<file path="config.mk">
export PLATFORM = sky130hd
export DESIGN_NAME = serial_paralelo_rx
export DESIGN_NICKNAME = d
export VERILOG_FILES = /design/src/rtl/serial_paralelo_rx.sv
export SDC_FILE = /design/constraint.sdc
export NUM_CORES = 1
export LEC_CHECK = 0
export CAP_MARGIN = 20
export CORE_ASPECT_RATIO = 0.75
export CORE_MARGIN = 8
export CORE_UTILIZATION = 40
export DETAILED_ROUTE_END_ITERATION = 8
export REMOVE_ABC_BUFFERS = 1
export SETUP_SLACK_MARGIN = 0.5
export SLEW_MARGIN = 10
export SYNTH_ARGS = -nofsm -noshare
export SYNTH_HDL_FRONTEND = slang
export SYNTH_SLANG_ARGS = --single-unit
</file>
<file path="constraint.sdc">
create_clock -name clk32f -period 2.1 [get_ports clk32f]
set_clock_uncertainty 0.2 [all_clocks]
set_input_delay 0.315 -clock clk32f [delete_from_list [all_inputs] [get_ports clk32f]]
set_output_delay 0.315 -clock clk32f [all_outputs]
set_load 0.005 [all_outputs]
</file>
<file path="src/rtl/serial_paralelo_rx.sv">
// Serial receiver: COM hunt, byte alignment and {valid, byte} word rebuild.
// Optional link-drop on idle is enabled with `define RX_IDLE_TIMEOUT_EN.
module serial_paralelo_rx #(
    parameter logic [7:0] COM_BYTE     = 8'hBC,
    parameter int         COM_COUNT    = 4,
    parameter int         IDLE_TIMEOUT = 16
) (
    input  logic       clk32f,
    input  logic       reset,
    input  logic       data_in,
    output logic [8:0] paralelo_out,
    output logic       byte_stb,
    output logic       sync,
    output logic       active
);

    typedef enum logic [1:0] {
        S_HUNT   = 2'b00,
        S_SYNC   = 2'b01,
        S_ACTIVE = 2'b10
    } state_t;

    localparam logic [3:0] COM_N = 4'(COM_COUNT);

    if (COM_COUNT < 1 || COM_COUNT > 15) begin : g_bad_com_count
        $error("COM_COUNT must be in 1..15");
    end
    if (IDLE_TIMEOUT < 2 || IDLE_TIMEOUT > 255) begin : g_bad_idle_timeout
        $error("IDLE_TIMEOUT must be in 2..255");
    end

    state_t     state, state_n;
    logic [6:0] sr;
    logic [7:0] cand;
    logic [2:0] bit_cnt, bit_cnt_n;
    logic [3:0] com_cnt, com_cnt_n;
    logic [8:0] out_n;
    logic       stb_n;
    logic       boundary;
    logic       is_com;

`ifdef RX_IDLE_TIMEOUT_EN
    localparam logic [7:0] IDLE_N = 8'(IDLE_TIMEOUT);
    logic [7:0] idle_cnt, idle_cnt_n;
`endif

    // Only the last 7 bits are kept; the 8th comes straight from data_in.
    assign cand     = {sr, data_in};
    assign is_com   = (cand == COM_BYTE);
    assign boundary = (bit_cnt == 3'd7);

    always_comb begin
        state_n    = state;
        bit_cnt_n  = bit_cnt + 3'd1;
        com_cnt_n  = com_cnt;
        out_n      = paralelo_out;
        stb_n      = 1'b0;
`ifdef RX_IDLE_TIMEOUT_EN
        idle_cnt_n = idle_cnt;
`endif
        case (state)
            S_HUNT: begin
                bit_cnt_n = 3'd0;
                if (is_com) begin
                    com_cnt_n = 4'd1;
                    state_n   = (COM_N == 4'd1) ? S_ACTIVE : S_SYNC;
                end
            end
            S_SYNC: begin
                if (boundary) begin
                    if (!is_com) begin
                        state_n   = S_HUNT;
                        com_cnt_n = 4'd0;
                    end else if (com_cnt + 4'd1 == COM_N) begin
                        state_n   = S_ACTIVE;
                        com_cnt_n = 4'd0;
                    end else begin
                        com_cnt_n = com_cnt + 4'd1;
                    end
                end
            end
            S_ACTIVE: begin
                if (boundary) begin
                    stb_n = 1'b1;
                    if (is_com) begin
                        out_n = {1'b0, COM_BYTE};
`ifdef RX_IDLE_TIMEOUT_EN
                        if (idle_cnt + 8'd1 == IDLE_N) begin
                            state_n    = S_HUNT;
                            idle_cnt_n = 8'd0;
                        end else begin
                            idle_cnt_n = idle_cnt + 8'd1;
                        end
`endif
                    end else begin
                        out_n = {1'b1, cand};
`ifdef RX_IDLE_TIMEOUT_EN
                        idle_cnt_n = 8'd0;
`endif
                    end
                end
            end
            default: begin
                state_n   = S_HUNT;
                bit_cnt_n = 3'd0;
                com_cnt_n = 4'd0;
            end
        endcase
    end

    always_ff @(posedge clk32f or negedge reset) begin
        if (!reset) begin
            state        <= S_HUNT;
            sr           <= 7'd0;
            bit_cnt      <= 3'd0;
            com_cnt      <= 4'd0;
            paralelo_out <= 9'h000;
            byte_stb     <= 1'b0;
        end else begin
            state        <= state_n;
            sr           <= cand[6:0];
            bit_cnt      <= bit_cnt_n;
            com_cnt      <= com_cnt_n;
            paralelo_out <= out_n;
            byte_stb     <= stb_n;
        end
    end

`ifdef RX_IDLE_TIMEOUT_EN
    always_ff @(posedge clk32f or negedge reset) begin
        if (!reset) begin
            idle_cnt <= 8'd0;
        end else begin
            idle_cnt <= idle_cnt_n;
        end
    end
`endif

    assign sync   = (state == S_SYNC) || (state == S_ACTIVE);
    assign active = (state == S_ACTIVE);

endmodule
</file>
; ---- Word-level counts from Yosys, hierarchy flattened
; Cells that the tools add are included.
[totals]
regBits = 26
input_bits = 3
out_inout_bits = 12
word_cells = 37
[classes]
addsub = 2
eq_ne = 8
n_mux = 14
n_bitwise = 1
reduce_logical = 6
[ops]
columns = operator, n
row1 = $mux W4, 4
row2 = $pmux W4 S3, 1
row3 = $mux W9, 1
row4 = $eq A8 B8 Y1 const B, 1
row5 = $mux W2, 4
row6 = $pmux W2 S3, 1
row7 = $add A4 B1 Y4 const B, 1
row8 = $eq A4 B3 Y1 const B, 1
row9 = $ne A2 B2 Y1 const B, 2
row10 = $reduce_and A4 Y1, 1
row11 = $add A3 B1 Y3 const B, 1
row12 = $eq A3 B3 Y1 const B, 1
row13 = $mux W3, 1
row14 = $ne A3 B3 Y1 const B, 1
row15 = $reduce_and A3 Y1, 1
row16 = $eq A2 B1 Y1 const B, 1
row17 = $eq A2 B2 Y1 const B, 1
row18 = $logic_not A2 Y1, 1
row19 = $mux W1, 2
row20 = $reduce_and A2 Y1, 1
row21 = $reduce_or A2 Y1, 1
row22 = $logic_or A1 B1 Y1, 1
row23 = $not A1 Y1, 1

; ---- Logic depth before layout (Yosys ltp)
[depth]
depth_word = 6
mapped_depth = 7

; ---- Worst setup path before layout
; OpenSTA, ideal clock, no wires.
[synth_path]
path_kind = register -> register
from = reg com_cnt[0]
to = reg com_cnt[2]
setup_ps = 121
arrival_ps = 1544
t_required_ps = 1779
path_slack_ps = 235
path_stages_with_launch = 6
synth_period_minus_slack_ps = 1865
path_cell_list = dfrtp_1 ha_1 nand2b_1 o31a_1 o21a_1 a32o_2
[synth_between]
elab_chain_len = 6
[synth_lines]
columns = item, line_no
row1 = from (decl), 36  ; logic [3:0] com_cnt, com_cnt_n;
row2 = from (signal assigned), 123  ; com_cnt <= com_cnt_n;
row3 = $add A4 B1 Y4 (*), "74, 78"
row4 = $eq A4 B3 Y1, 74  ; end else if (com_cnt + 4'd1 == COM_N) begin
row5 = $mux W4 (*), 74
row6 = $mux W4 (*), 71  ; if (!is_com) begin
row7 = $mux W4 (*), 70  ; if (boundary) begin
row8 = $pmux W4 S3 (*), 61  ; case (state)
; Every way passes the cells marked *; elsewhere a longest branch is shown, timed or not. The select of a mux whose other input is x is not followed.
; A chain may end at the register's enable or synchronous reset.

; ---- Worst setup path after layout
; Same ends and word-level chain as after synthesis.

==> impl_results.rst <==
.. list-table::
   :header-rows: 1

   * - Metric
     - Value
   * - Y dimension of the die
     - 62.4 microns
   * - Final number of setup-violating endpoints
     - 0
   * - Placement Rows
     - 16
   * - Synth Register Bits
     - 26
   * - Number of diodes added for antenna fixing
     - 0
   * - Number of antenna violations at the first check in global routing
     - 0
   * - Half-perimeter wire length after detailed placement
     - 1.60 mm
   * - Root buffer selected by CTS
     - sky130_fd_sc_hd__clkbuf_8
   * - Ordered list of cells on the worst path
     - buf_4, and3b_1, o31a_1, o21a_1, a32o_2
   * - Setup slack on the worst flop-to-flop path
     - 0.26 ns
   * - Crit path max fanout
     - 7
   * - Status
     - complete, no violations
   * - Overall track demand over capacity in global routing
     - 0.110
   * - Share of the core filled with cells in the final layout
     - 0.636
   * - Number of design-rule violations left by the first detailed-router iteration
     - 46
   * - Avg Vias per Cell
     - 5.20
   * - Type of the worst min-delay path
     - in2reg
   * - Clock Pin Slew Worst Setup and Hold Paths
     - 0.09 ns
   * - Slew at the pin closest to its max-slew limit
     - 0.326 ns
   * - Fraction of the cycle the final worst path needs
     - 0.876
   * - Core region area
     - 2660 sq um
   * - Relative contribution of combinational cells to total power
     - 0.127
   * - Worst endpoint required time
     - 2.07 ns
   * - Cell with the most instances after synthesis
     - sky130_fd_sc_hd__dfrtp_1
   * - CTS H-tree lvls
     - 1
   * - Fraction of synthesized cell area taken by the top area cell type
     - 0.568
   * - Maximum number of pins on one net before global-route repair
     - 27
   * - Switching power as a share of total power
     - 0.224
   * - Post-layout minimum cycle time
     - 1.84 ns
   * - Instance area at placement
     - 1350 sq um
   * - Hold violation total from the final report
     - 0
   * - Crit. Startpoint
     - com_cnt[0]
   * - Number of port buffers
     - 14
   * - Largest voltage drop on the vdd net
     - 0.532 mV
   * - 1st-pass router iterations
     - 4
   * - Number of buffers inserted during clock tree synthesis
     - 3
   * - Sequential share of power
     - 0.489
   * - Post-synth design cell area
     - between 1000 and 1500 sq um
   * - Detailed-route via count
     - approximately 840
   * - Clock tree from TritonCTS
     - done
   * - Vias in the first global route
     - around 850
   * - Slowest CP cell
     - sky130_fd_sc_hd__dfrtp_1
   * - CTS Hold Bufs
     - 0
   * - Relative slew slack
     - 0.783
   * - Depth of the worst register-to-register path
     - 5
   * - Post-synth cell types
     - 35
   * - Synth top cells by count
     - 26 x sky130_fd_sc_hd__dfrtp_1, 7 x sky130_fd_sc_hd__ha_1, 6 x sky130_fd_sc_hd__inv_1, 6 x sky130_fd_sc_hd__mux2_2
   * - Largest buffer count on any clock path
     - 2
   * - Total length of routed wires
     - roughly 2.6 mm
   * - Startpoint type of the worst setup path
     - register
   * - Number of top-level design ports
     - 15
   * - CTS sink cnt
     - 26
   * - Hold path endpoint
     - sr[0]
   * - Capture instance of the worst register-to-register path
     - com_cnt[2]
   * - Max Freq
     - 0.543 GHz
   * - Synth-to-layout area growth
     - 47.7%
   * - Warning count from the yosys run
     - 0
   * - Starting Density
     - 0.430
   * - Share of power burned in the clock network
     - 0.384
   * - Global-route wire length before repair
     - approximately 4.3 mm
   * - Count of flip-flops with a built-in enable after synthesis
     - 0
   * - Setup TNS
     - 0 ns
   * - Max_cap viols
     - 0
   * - Grt total ovfl
     - 0
   * - Worst path arrival time
     - between 1.5 and 2 ns
   * - Top cells by area, synth
     - sky130_fd_sc_hd__dfrtp_1 57%, sky130_fd_sc_hd__ha_1 7.6%, sky130_fd_sc_hd__mux2_2 5.9%
   * - Skew-Pair Late Insertion Delay
     - 0.27 ns
   * - Class of the most critical setup path
     - reg2reg
   * - Gate count after technology mapping
     - 89
   * - Flip-flop cell with the highest count after synthesis
     - sky130_fd_sc_hd__dfrtp_1
   * - Final Max Tran Viols
     - 0
   * - Number of cells on the worst hold path
     - 1
   * - Residual DRC count
     - 0
   * - Average detailed-routed wire length per instance
     - 16.3 microns
   * - # nets final
     - 136
   * - Proportion of synthesized flip-flops having asynchronous set or reset
     - 1.00
   * - Startpoint of the worst register-to-register path
     - com_cnt[0]
   * - Power density over cell area
     - 639 nW/um^2
   * - DIE AREA
     - 4850 sq um
   * - Final Cell Area
     - 1690 sq um
   * - Psw
     - 0.243 mW
   * - Post-route antenna net violation count
     - 0
   * - Share of final-layout standard cells stronger than drive strength 1
     - 0.464
   * - Crit-path max cell delay
     - 0.40 ns
   * - Startpoint of the most critical hold path
     - data_in
   * - Seq/Total Area, Yosys
     - 0.568
   * - Setup repair after global routing missed its margin
     - true
   * - Final RePlAce weighted congestion
     - 0.832
   * - Leak pwr
     - 0.865 nW
   * - Die Width
     - 77.8 microns
   * - Internal Power
     - 0.839 mW
   * - Critical Path Sink Type
     - register
   * - Largest area contributor in the synthesized netlist
     - sky130_fd_sc_hd__dfrtp_1
   * - Mean post-synth cell area
     - 12.9 sq um
-- final cells by class --
class,count,area (sq um)
fill,216,970
sequential,26,651
multi-input combinational,54,604
timing repair buffer,34,295
tap,36,45.0
clock buffer,3,41.3
clock inverter,1,30.0
inverter,7,26.3
-- state kept, by name, indices dropped and copies added (netlist names) --
register / cells
com_cnt: 4
paralelo_out: 9
bit_cnt: 3
state: 2
byte_stb: 1
sr: 7
-- how the worst max path moves through the flow --
stage,endpoint,slack [ns],depth (start not counted)
global route,com_cnt[1],0.22,5
finish,com_cnt[2],0.26,5
floorplan,com_cnt[2],0.23,5
detailed placement,state[1],0.06,5
global placement,com_cnt[1],0.09,5
CTS,com_cnt[2],0.25,5
-- metrics by stage --
stage | power, mW | std cells | hold WS, ns | worst slack, ns
6_report | 1.08 | 161 | 0.119 | 0.260
3_3_place_gp | 0.627 | 141 | 0.177 | 0.0905
3_5_place_dp | 0.629 | 141 | 0.178 | 0.0624
2_1_floorplan | 0.587 | 87 | -0.181 | 0.235
5_1_grt | 1.12 | 161 | 0.135 | 0.223
4_1_cts | 1.07 | 159 | 0.119 | 0.254
-- routing by layer --
layer  global-route usage  share of wire  vias up
li1                     -              -      391
met1                0.135           0.45      419
met2                0.172           0.48       26
met3               0.0417          0.063        2
met4               0.0352         0.0092        0
met5                    0              0        -
-- cell families after synthesis --
| logic type | share of synthesized area |
|---|---|
| DFF | 0.568 |
| and+or+nand+nor | 0.112 |
| AOI/OAI and AO/OA | 0.134 |
| adders and majority gates | 0.0764 |
| muxes | 0.0786 |
| buffers and inverters | 0.0306 |
-- placed cells by master (no fill, tap or decap), types with 2 or more instances in the layout --
cell type	instances
sky130_fd_sc_hd__dfrtp_1	26
sky130_fd_sc_hd__buf_4	14
sky130_fd_sc_hd__dlygate4sd2_1	11
sky130_fd_sc_hd__mux2_4	8
sky130_fd_sc_hd__buf_6	7
sky130_fd_sc_hd__inv_2	4
sky130_fd_sc_hd__ha_4	4
sky130_fd_sc_hd__inv_1	3
sky130_fd_sc_hd__nand2b_1	3
sky130_fd_sc_hd__clkbuf_8	3
sky130_fd_sc_hd__and2_1	2
sky130_fd_sc_hd__o21ai_0	2
sky130_fd_sc_hd__a32o_2	2
sky130_fd_sc_hd__a21oi_1	2
sky130_fd_sc_hd__nand3_1	2
sky130_fd_sc_hd__ha_2	2
-- power by group through the flow --
stage | combinational (mW) | sequential (mW) | clock, mW
after detailed placement | 0.0921 | 0.537 | 0
after CTS | 0.119 | 0.528 | 0.419
final | 0.138 | 0.529 | 0.415
after floorplan | 0.0494 | 0.537 | 0
after global placement | 0.0898 | 0.537 | 0
after global routing | 0.150 | 0.530 | 0.442
-- timing repair --
action	CTS	global route
setup buffers	13	2
pin swaps	8	9
gates resized for setup	47	11
gates cloned	1	0
endpoints found under the setup margin	26	16
-- critical path, delay by kind of cell, from the launching register on --
kind / cells / cell delay (ns)
buffers and inverters: 1 / 0.16
AO/OA/AOI/OAI: 3 / 0.80
flip-flops: 1 / 0.40
AND/OR/NAND/NOR: 1 / 0.18
Note: power is estimated with default switching activity, not from simulation.
